<file path="config.mk">
export PLATFORM = sky130hd
export DESIGN_NAME = uart_tx_fifo_framer_flat
export DESIGN_NICKNAME = d
export VERILOG_FILES = /design/src/rtl/uart_tx_fifo_framer_if.sv /design/src/rtl/uart_tx_fifo_framer.sv /design/src/flat_wrapper.sv
export SDC_FILE = /design/constraint.sdc
export NUM_CORES = 1
export LEC_CHECK = 0
export CAP_MARGIN = 20
export CORE_MARGIN = 2
export CORE_UTILIZATION = 61
export CTS_BUF_LIST = sky130_fd_sc_hd__clkbuf_8
export DETAILED_ROUTE_END_ITERATION = 12
export DONT_BUFFER_PORTS = 1
export PLACE_DENSITY = 0.8
export SLEW_MARGIN = 5
export SYNTH_ARGS = -nofsm -noshare
export SYNTH_HDL_FRONTEND = slang
export SYNTH_SLANG_ARGS = --single-unit
</file>
<file path="constraint.sdc">
create_clock -name clk -period 4.3 [get_ports clk]
set_input_delay 0.43 -clock clk [delete_from_list [all_inputs] [get_ports clk]]
set_output_delay 0.43 -clock clk [all_outputs]
set_load 0.01 [all_outputs]
</file>
<file path="src/rtl/uart_tx_fifo_framer_if.sv">
// Bus-side and pad-side signal bundle for uart_tx_fifo_framer.
// The send_break signal exists only when UART_TX_BREAK_EN is defined.
interface uart_tx_fifo_framer_if #(
  parameter int unsigned DATA_WIDTH = 8,
  parameter int unsigned FIFO_DEPTH = 4,
  parameter int unsigned DIV_WIDTH  = 16
);
  localparam int unsigned CNT_W = $clog2(FIFO_DEPTH + 1);

  logic [DIV_WIDTH-1:0]  baud_div;
  logic                  parity_enable;
  logic                  parity_type;
  logic                  two_stop_bits;
  logic                  data_valid;
  logic [DATA_WIDTH-1:0] parallel_data;
  logic                  ready;
  logic                  serial_data_out;
  logic                  busy;
  logic [CNT_W-1:0]      fifo_count;
`ifdef UART_TX_BREAK_EN
  logic                  send_break;
`endif

  modport master (
    output baud_div, parity_enable, parity_type, two_stop_bits, data_valid, parallel_data,
`ifdef UART_TX_BREAK_EN
    output send_break,
`endif
    input  ready, serial_data_out, busy, fifo_count
  );

  modport slave (
    input  baud_div, parity_enable, parity_type, two_stop_bits, data_valid, parallel_data,
`ifdef UART_TX_BREAK_EN
    input  send_break,
`endif
    output ready, serial_data_out, busy, fifo_count
  );
endinterface

</file>
<file path="src/rtl/uart_tx_fifo_framer.sv">
// FIFO-buffered UART transmitter with baud divider, optional parity and 1/2 stop bits.
// Optional line-break support is compiled in with UART_TX_BREAK_EN.
module uart_tx_fifo_framer #(
  parameter int unsigned DATA_WIDTH = 8,
  parameter int unsigned FIFO_DEPTH = 4,
  parameter int unsigned DIV_WIDTH  = 16
) (
  input logic                  clk,
  input logic                  reset,
  uart_tx_fifo_framer_if.slave bus
);
  localparam int unsigned PTR_W = $clog2(FIFO_DEPTH);
  localparam int unsigned CNT_W = $clog2(FIFO_DEPTH + 1);
  localparam int unsigned IDX_W = $clog2(DATA_WIDTH);

  typedef enum logic [2:0] {IDLE, START, DATA, PARITY, STOP1, STOP2} state_e;

  logic [DATA_WIDTH-1:0] mem_q [FIFO_DEPTH];
  logic [DATA_WIDTH-1:0] mem_d [FIFO_DEPTH];
  logic [PTR_W-1:0]      wr_ptr_q, wr_ptr_d, rd_ptr_q, rd_ptr_d;
  logic [CNT_W-1:0]      count_q, count_d;
  state_e                state_q, state_d;
  logic [DIV_WIDTH-1:0]  baud_cnt_q, baud_cnt_d, div_q, div_d;
  logic [IDX_W-1:0]      idx_q, idx_d;
  logic [DATA_WIDTH-1:0] word_q, word_d, head;
  logic                  par_en_q, par_en_d, par_bit_q, par_bit_d;
  logic                  two_stop_q, two_stop_d;
  logic                  line_q, line_d, busy_q, busy_d;
  logic                  push, pop, baud_tick, hold, brk_next;

  assign bus.ready           = (count_q != CNT_W'(FIFO_DEPTH));
  assign bus.serial_data_out = line_q;
  assign bus.busy            = busy_q;
  assign bus.fifo_count      = count_q;

  assign push      = bus.data_valid && bus.ready;
  assign head      = mem_q[rd_ptr_q];
  assign baud_tick = (baud_cnt_q == div_q);

  // Break holds off popping while requested and for one edge after release.
`ifdef UART_TX_BREAK_EN
  logic brk_q;
  assign brk_next = (state_q == IDLE) && bus.send_break;
  assign hold     = bus.send_break || brk_q;

  always_ff @(posedge clk) begin
    if (!reset) brk_q <= 1'b0;
    else        brk_q <= brk_next;
  end
`else
  assign brk_next = 1'b0;
  assign hold     = 1'b0;
`endif

  // FIFO next state
  always_comb begin
    mem_d    = mem_q;
    wr_ptr_d = wr_ptr_q;
    rd_ptr_d = rd_ptr_q;
    if (push) begin
      mem_d[wr_ptr_q] = bus.parallel_data;
      wr_ptr_d        = wr_ptr_q + PTR_W'(1);
    end
    if (pop) rd_ptr_d = rd_ptr_q + PTR_W'(1);
    count_d = count_q + CNT_W'(push) - CNT_W'(pop);
  end

  // Framer FSM next state and registered line/busy values
  always_comb begin
    state_d    = state_q;
    baud_cnt_d = baud_cnt_q;
    div_d      = div_q;
    idx_d      = idx_q;
    word_d     = word_q;
    par_en_d   = par_en_q;
    par_bit_d  = par_bit_q;
    two_stop_d = two_stop_q;
    pop        = 1'b0;

    if (state_q == IDLE) begin
      baud_cnt_d = '0;
      if (count_q != '0 && !hold) begin
        pop        = 1'b1;
        word_d     = head;
        par_en_d   = bus.parity_enable;
        par_bit_d  = bus.parity_type ? ~^head : ^head;
        two_stop_d = bus.two_stop_bits;
        div_d      = bus.baud_div;
        idx_d      = '0;
        state_d    = START;
      end
    end else if (!baud_tick) begin
      baud_cnt_d = baud_cnt_q + DIV_WIDTH'(1);
    end else begin
      baud_cnt_d = '0;
      unique case (state_q)
        START: begin
          state_d = DATA;
          idx_d   = '0;
        end
        DATA: begin
          if (idx_q == IDX_W'(DATA_WIDTH - 1)) begin
            idx_d   = '0;
            state_d = par_en_q ? PARITY : STOP1;
          end else begin
            idx_d = idx_q + IDX_W'(1);
          end
        end
        PARITY:  state_d = STOP1;
        STOP1:   state_d = two_stop_q ? STOP2 : IDLE;
        default: state_d = IDLE;
      endcase
    end

    unique case (state_d)
      START:   line_d = 1'b0;
      DATA:    line_d = word_d[idx_d];
      PARITY:  line_d = par_bit_d;
      default: line_d = 1'b1;
    endcase
    if (brk_next) line_d = 1'b0;
    busy_d = (state_d != IDLE) || brk_next;
  end

  always_ff @(posedge clk) begin
    if (!reset) begin
      mem_q      <= '{default: '0};
      wr_ptr_q   <= '0;
      rd_ptr_q   <= '0;
      count_q    <= '0;
      state_q    <= IDLE;
      baud_cnt_q <= '0;
      div_q      <= '0;
      idx_q      <= '0;
      word_q     <= '0;
      par_en_q   <= 1'b0;
      par_bit_q  <= 1'b0;
      two_stop_q <= 1'b0;
      line_q     <= 1'b1;
      busy_q     <= 1'b0;
    end else begin
      mem_q      <= mem_d;
      wr_ptr_q   <= wr_ptr_d;
      rd_ptr_q   <= rd_ptr_d;
      count_q    <= count_d;
      state_q    <= state_d;
      baud_cnt_q <= baud_cnt_d;
      div_q      <= div_d;
      idx_q      <= idx_d;
      word_q     <= word_d;
      par_en_q   <= par_en_d;
      par_bit_q  <= par_bit_d;
      two_stop_q <= two_stop_d;
      line_q     <= line_d;
      busy_q     <= busy_d;
    end
  end
endmodule

</file>
<file path="src/flat_wrapper.sv">
// flat-port wrapper written by rule: the top's interface ports become plain ports
module uart_tx_fifo_framer_flat 
#(
  parameter int unsigned DATA_WIDTH = 8,
  parameter int unsigned FIFO_DEPTH = 4,
  parameter int unsigned DIV_WIDTH  = 16
)
  (clk, reset, bus_baud_div, bus_parity_enable, bus_parity_type, bus_two_stop_bits, bus_data_valid, bus_parallel_data, bus_ready, bus_serial_data_out, bus_busy, bus_fifo_count);
  uart_tx_fifo_framer_if #(.DATA_WIDTH(DATA_WIDTH), .FIFO_DEPTH(FIFO_DEPTH), .DIV_WIDTH(DIV_WIDTH)) bus_i ();
  input logic clk;
  input logic reset;
  input wire logic [$bits(bus_i.baud_div)-1:0] bus_baud_div;
  input wire logic [$bits(bus_i.parity_enable)-1:0] bus_parity_enable;
  input wire logic [$bits(bus_i.parity_type)-1:0] bus_parity_type;
  input wire logic [$bits(bus_i.two_stop_bits)-1:0] bus_two_stop_bits;
  input wire logic [$bits(bus_i.data_valid)-1:0] bus_data_valid;
  input wire logic [$bits(bus_i.parallel_data)-1:0] bus_parallel_data;
  output wire logic [$bits(bus_i.ready)-1:0] bus_ready;
  output wire logic [$bits(bus_i.serial_data_out)-1:0] bus_serial_data_out;
  output wire logic [$bits(bus_i.busy)-1:0] bus_busy;
  output wire logic [$bits(bus_i.fifo_count)-1:0] bus_fifo_count;
  assign bus_i.baud_div = bus_baud_div;
  assign bus_i.parity_enable = bus_parity_enable;
  assign bus_i.parity_type = bus_parity_type;
  assign bus_i.two_stop_bits = bus_two_stop_bits;
  assign bus_i.data_valid = bus_data_valid;
  assign bus_i.parallel_data = bus_parallel_data;
  assign bus_ready = bus_i.ready;
  assign bus_serial_data_out = bus_i.serial_data_out;
  assign bus_busy = bus_i.busy;
  assign bus_fifo_count = bus_i.fifo_count;
  uart_tx_fifo_framer #(.DATA_WIDTH(DATA_WIDTH), .FIFO_DEPTH(FIFO_DEPTH), .DIV_WIDTH(DIV_WIDTH)) u_core (.clk(clk), .reset(reset), .bus(bus_i));
endmodule
</file>
==> impl_metrics.yaml <==
pwr:
  leakage_nw: 1.66
  ir_drop_mv: 0.303
  power_density_mw_per_mm2: 581
floorplanning:
  num_io_pins: 36
  die_h_um: 87.8
  die_x_um: 87.8
  num_rows: 30
  die_area_mm2: 0.00771
  start_util_pct: 63.1
  core_area_mm2: 0.00679
sta:
  setup_viol: 0
  fmax_ghz: 0.329
  fin_tns_setup_ns: 0
  hold_viol_final: 0
  min_period_over_period_pct: 70.7
  clock_skew_ns: 0.0211
  period_needed_ns: 3.04
  worstMarginPinSlew_ns: 1.01
  drv_slew: 0
  rsz0062_at_grt: "false"
  slew_headroom_pct: 32.7
job:
  maxCapViolCount: 0
cells_and_area:
  fillers: 560
  syn_to_final_growth_pct: 4.93
  drive_gt1_share_pct: 6.65
  n_antenna_cell: 0
  final_cells: 562
  multiInputGateArea_mm2: 0.00231
  nNetsFinal: 502
  register_area_mm2: 0.00180
min_path:
  hold_path.class: "in2reg"
detailed_routing:
  drc_errors: 0
  postRouteAntennaNets: 0
  wl_um: 8320
  drt_iter0_drc: 135
  drt-wirelength-per-cell_um: 14.8
  viasPerCell: 5.66
  drt_pass1_iterations: 4
  vias: 3182
clock_tree:
  cts_resized: 0
  clock_path_buffers: 2
  cts.clk_slew.worst_paths_ns: 0.11
  postCtsSetupBuffers: 0
  clockRootBuffer: "clkbuf_8"
  tritoncts: "built"
  htree_num_levels: 3
  cts_hold_buffers: 0
  numCtsBuffers: 9
  clock_latency_ns: 0.37
  cts_num_sinks: 90
setup_path:
  crit_path_start_kind: "flop"
  required_ns: 4.55
  r2r_start: "u_core.state_q[0]"
  rr_endpoint: "u_core.bus.fifo_count[2]"
  setup.worst_path.class: "reg2reg"
  endpoint: "u_core.bus.fifo_count[2]"
  ff2ff_setup_slack_ns: 1.26
  cp-end-kind: "flop"
  crit_path_max_fanout: 27
  crit_start: "u_core.state_q[0]"
  arrival_ns: 3.29
  worst-r2r-cell-count: 11
global_route:
  grt_max_degree: 75
  use_met2_pct: 38.5
  grt_use_met3_pct: 3.96
  busiest_layer: "met2"
  grt_usage_pct: 23.0
  antenna_found_initial: 0
  use_met1_pct: 29.2
  grt_overflow_total: 0
  grt_pass1_vias: 3015
  grt_first_pass_wirelength_um: 13900
synthesis:
  yosysTopAreaCell: "dfxtp_1"
  syn-num-nets: 517
  synth_warnings: 0
  ys_ff_latch: 90
  synth_seq_area_share_pct: 42.0
  syn_area_mm2: 0.00429
  ys_top_cells_by_area: "dfxtp_1 (42%), a21boi_0 (8.9%), nand2_1 (6.9%)"
  ys_types: 45
  synthCells: 476
  netlist.area_leader.share_pct: 42.0
  synth.avg_cell_area_um2: 9.01
place:
  hpwl_um: 5740
  port_buffers: 0
  place_inst: 546
  gp_congestion: 0.767
run_status:
  status: "completed"
==> per-stage QoR <==
stage | setup slack (ns) | utilization (%) | power (mW) | instance area, um^2 | hold WS, ns
floorplan | 1.24 | - | 1.90 | 4290 | 0.440
global placement | 1.32 | 63.1 | 2.00 | 4290 | 0.447
detailed placement | 1.26 | 63.1 | 2.04 | 4290 | 0.455
CTS | 1.25 | 66.2 | 2.64 | 4500 | 0.189
global route | 1.00 | 66.2 | 2.79 | 4500 | 0.186
finish | 1.26 | 66.2 | 2.61 | 4500 | 0.191
==> area by class of cell <==
type / count / area share [%]
multi-input cells: 346 / 51.3
flip-flops and latches: 90 / 40.1
clock buffers: 10 / 3.06
well taps: 96 / 2.67
clock inverters: 6 / 1.59
inverters: 12 / 1.00
repair buffers: 2 / 0.334
==> synthesized netlist by cell type, drive strengths merged <==
| library cell | count |
|---|---|
| a211oi | 2 |
| a21boi | 51 |
| a21o | 1 |
| a21oi | 8 |
| a221o | 1 |
| a22o | 1 |
| a22oi | 2 |
| a31oi | 2 |
| a32o | 1 |
| a32oi | 2 |
| and2 | 8 |
| and2b | 1 |
| and3 | 4 |
| buf | 9 |
| clkbuf | 19 |
| dfxtp | 90 |
| fa | 1 |
| ha | 10 |
| inv | 12 |
| mux2i | 11 |
| mux4 | 8 |
| nand2 | 79 |
| nand3 | 41 |
| nand4 | 3 |
| nor2 | 23 |
| nor2b | 14 |
| nor3 | 5 |
| nor3b | 2 |
| nor4 | 4 |
| nor4b | 1 |
| o2111ai | 1 |
| o21a | 3 |
| o21ai | 7 |
| o311a | 1 |
| or2 | 1 |
| or3 | 7 |
| xnor2 | 17 |
| xor2 | 23 |
==> routing by layer <==
layer | share of wire (%) | wire (um)
met1 | 44 | 3650
met2 | 50 | 4160
met3 | 4.4 | 366
met4 | 1.7 | 145
met5 | 0 | 0
==> flip-flops by register name, indices dropped and copies added (netlist names), 2 cells and up <==
register               flops
u_core.mem_q              32
u_core.baud_cnt_q         16
u_core.div_q              16
u_core.word_q              8
u_core.bus.fifo_count      3
u_core.idx_q               3
u_core.state_q             3
u_core.rd_ptr_q            2
u_core.wr_ptr_q            2
==> worst min path at each step <==
stage                                 from  cells past startpoint  slack, ns               end
final                      bus_baud_div[8]                      2       0.19   u_core.div_q[8]
after global routing       bus_baud_div[0]                      2       0.19   u_core.div_q[0]
after CTS                  bus_baud_div[8]                      2       0.19   u_core.div_q[8]
after detailed placement   u_core.mem_q[4]                      2       0.46   u_core.mem_q[4]
after global placement     u_core.mem_q[2]                      2       0.45   u_core.mem_q[2]
after floorplan           u_core.mem_q[10]                      2       0.44  u_core.mem_q[10]
==> power breakdown <==
| part | leakage (nW) | internal (mW) | switching [mW] |
|---|---|---|---|
| registers | 0.733 | 0.976 | 0.150 |
| clock network | 0.0995 | 0.290 | 0.312 |
| logic | 0.823 | 0.379 | 0.507 |
==> critical path, cell delays in order, from the launching register on <==
cell	delay (ns)
dfxtp_1	0.55
or3_4	0.21
or2_1	0.77
inv_2	0.08
ha_1	0.30
inv_1	0.06
ha_1	0.13
inv_1	0.05
fa_1	0.37
xnor2_1	0.14
xnor2_1	0.13
and2_1	0.15
==> logic make-up after synthesis <==
group                    Yosys count  synth area share (%)
AO/OA/AOI/OAI                     83                  14.2
XOR/XNOR                          40                  8.17
adder cells (fa/ha/maj)           11                  3.39
buffers and inverters             40                  4.14
flip-flops                        90                  42.0
multiplexers                      19                  6.77
AND/OR/NAND/NOR                  193                  21.3
==> cell usage in the layout (no fill, tap or decap), types with 2 or more instances in the layout <==
master      count
or3_1           6
nand2_1        79
xnor2_1        17
buf_4           2
a211oi_1        2
nor3_1          5
dfxtp_1        90
clkbuf_8       10
mux2i_1        11
a21oi_1         8
mux4_2          8
nor3b_1         2
nand4_1         3
nand3_1        41
o21a_1          3
a32oi_1         2
o21ai_0         6
nor2_1         22
inv_1          11
a21boi_0       51
a31oi_1         2
nor2b_1        14
and2_1          8
nor4_1          3
clkinvlp_4      2
ha_1           10
xor2_1         23
inv_6           2
and3_1          4
a22oi_1         2
No activity file was read; power rests on OpenSTA's default activity.
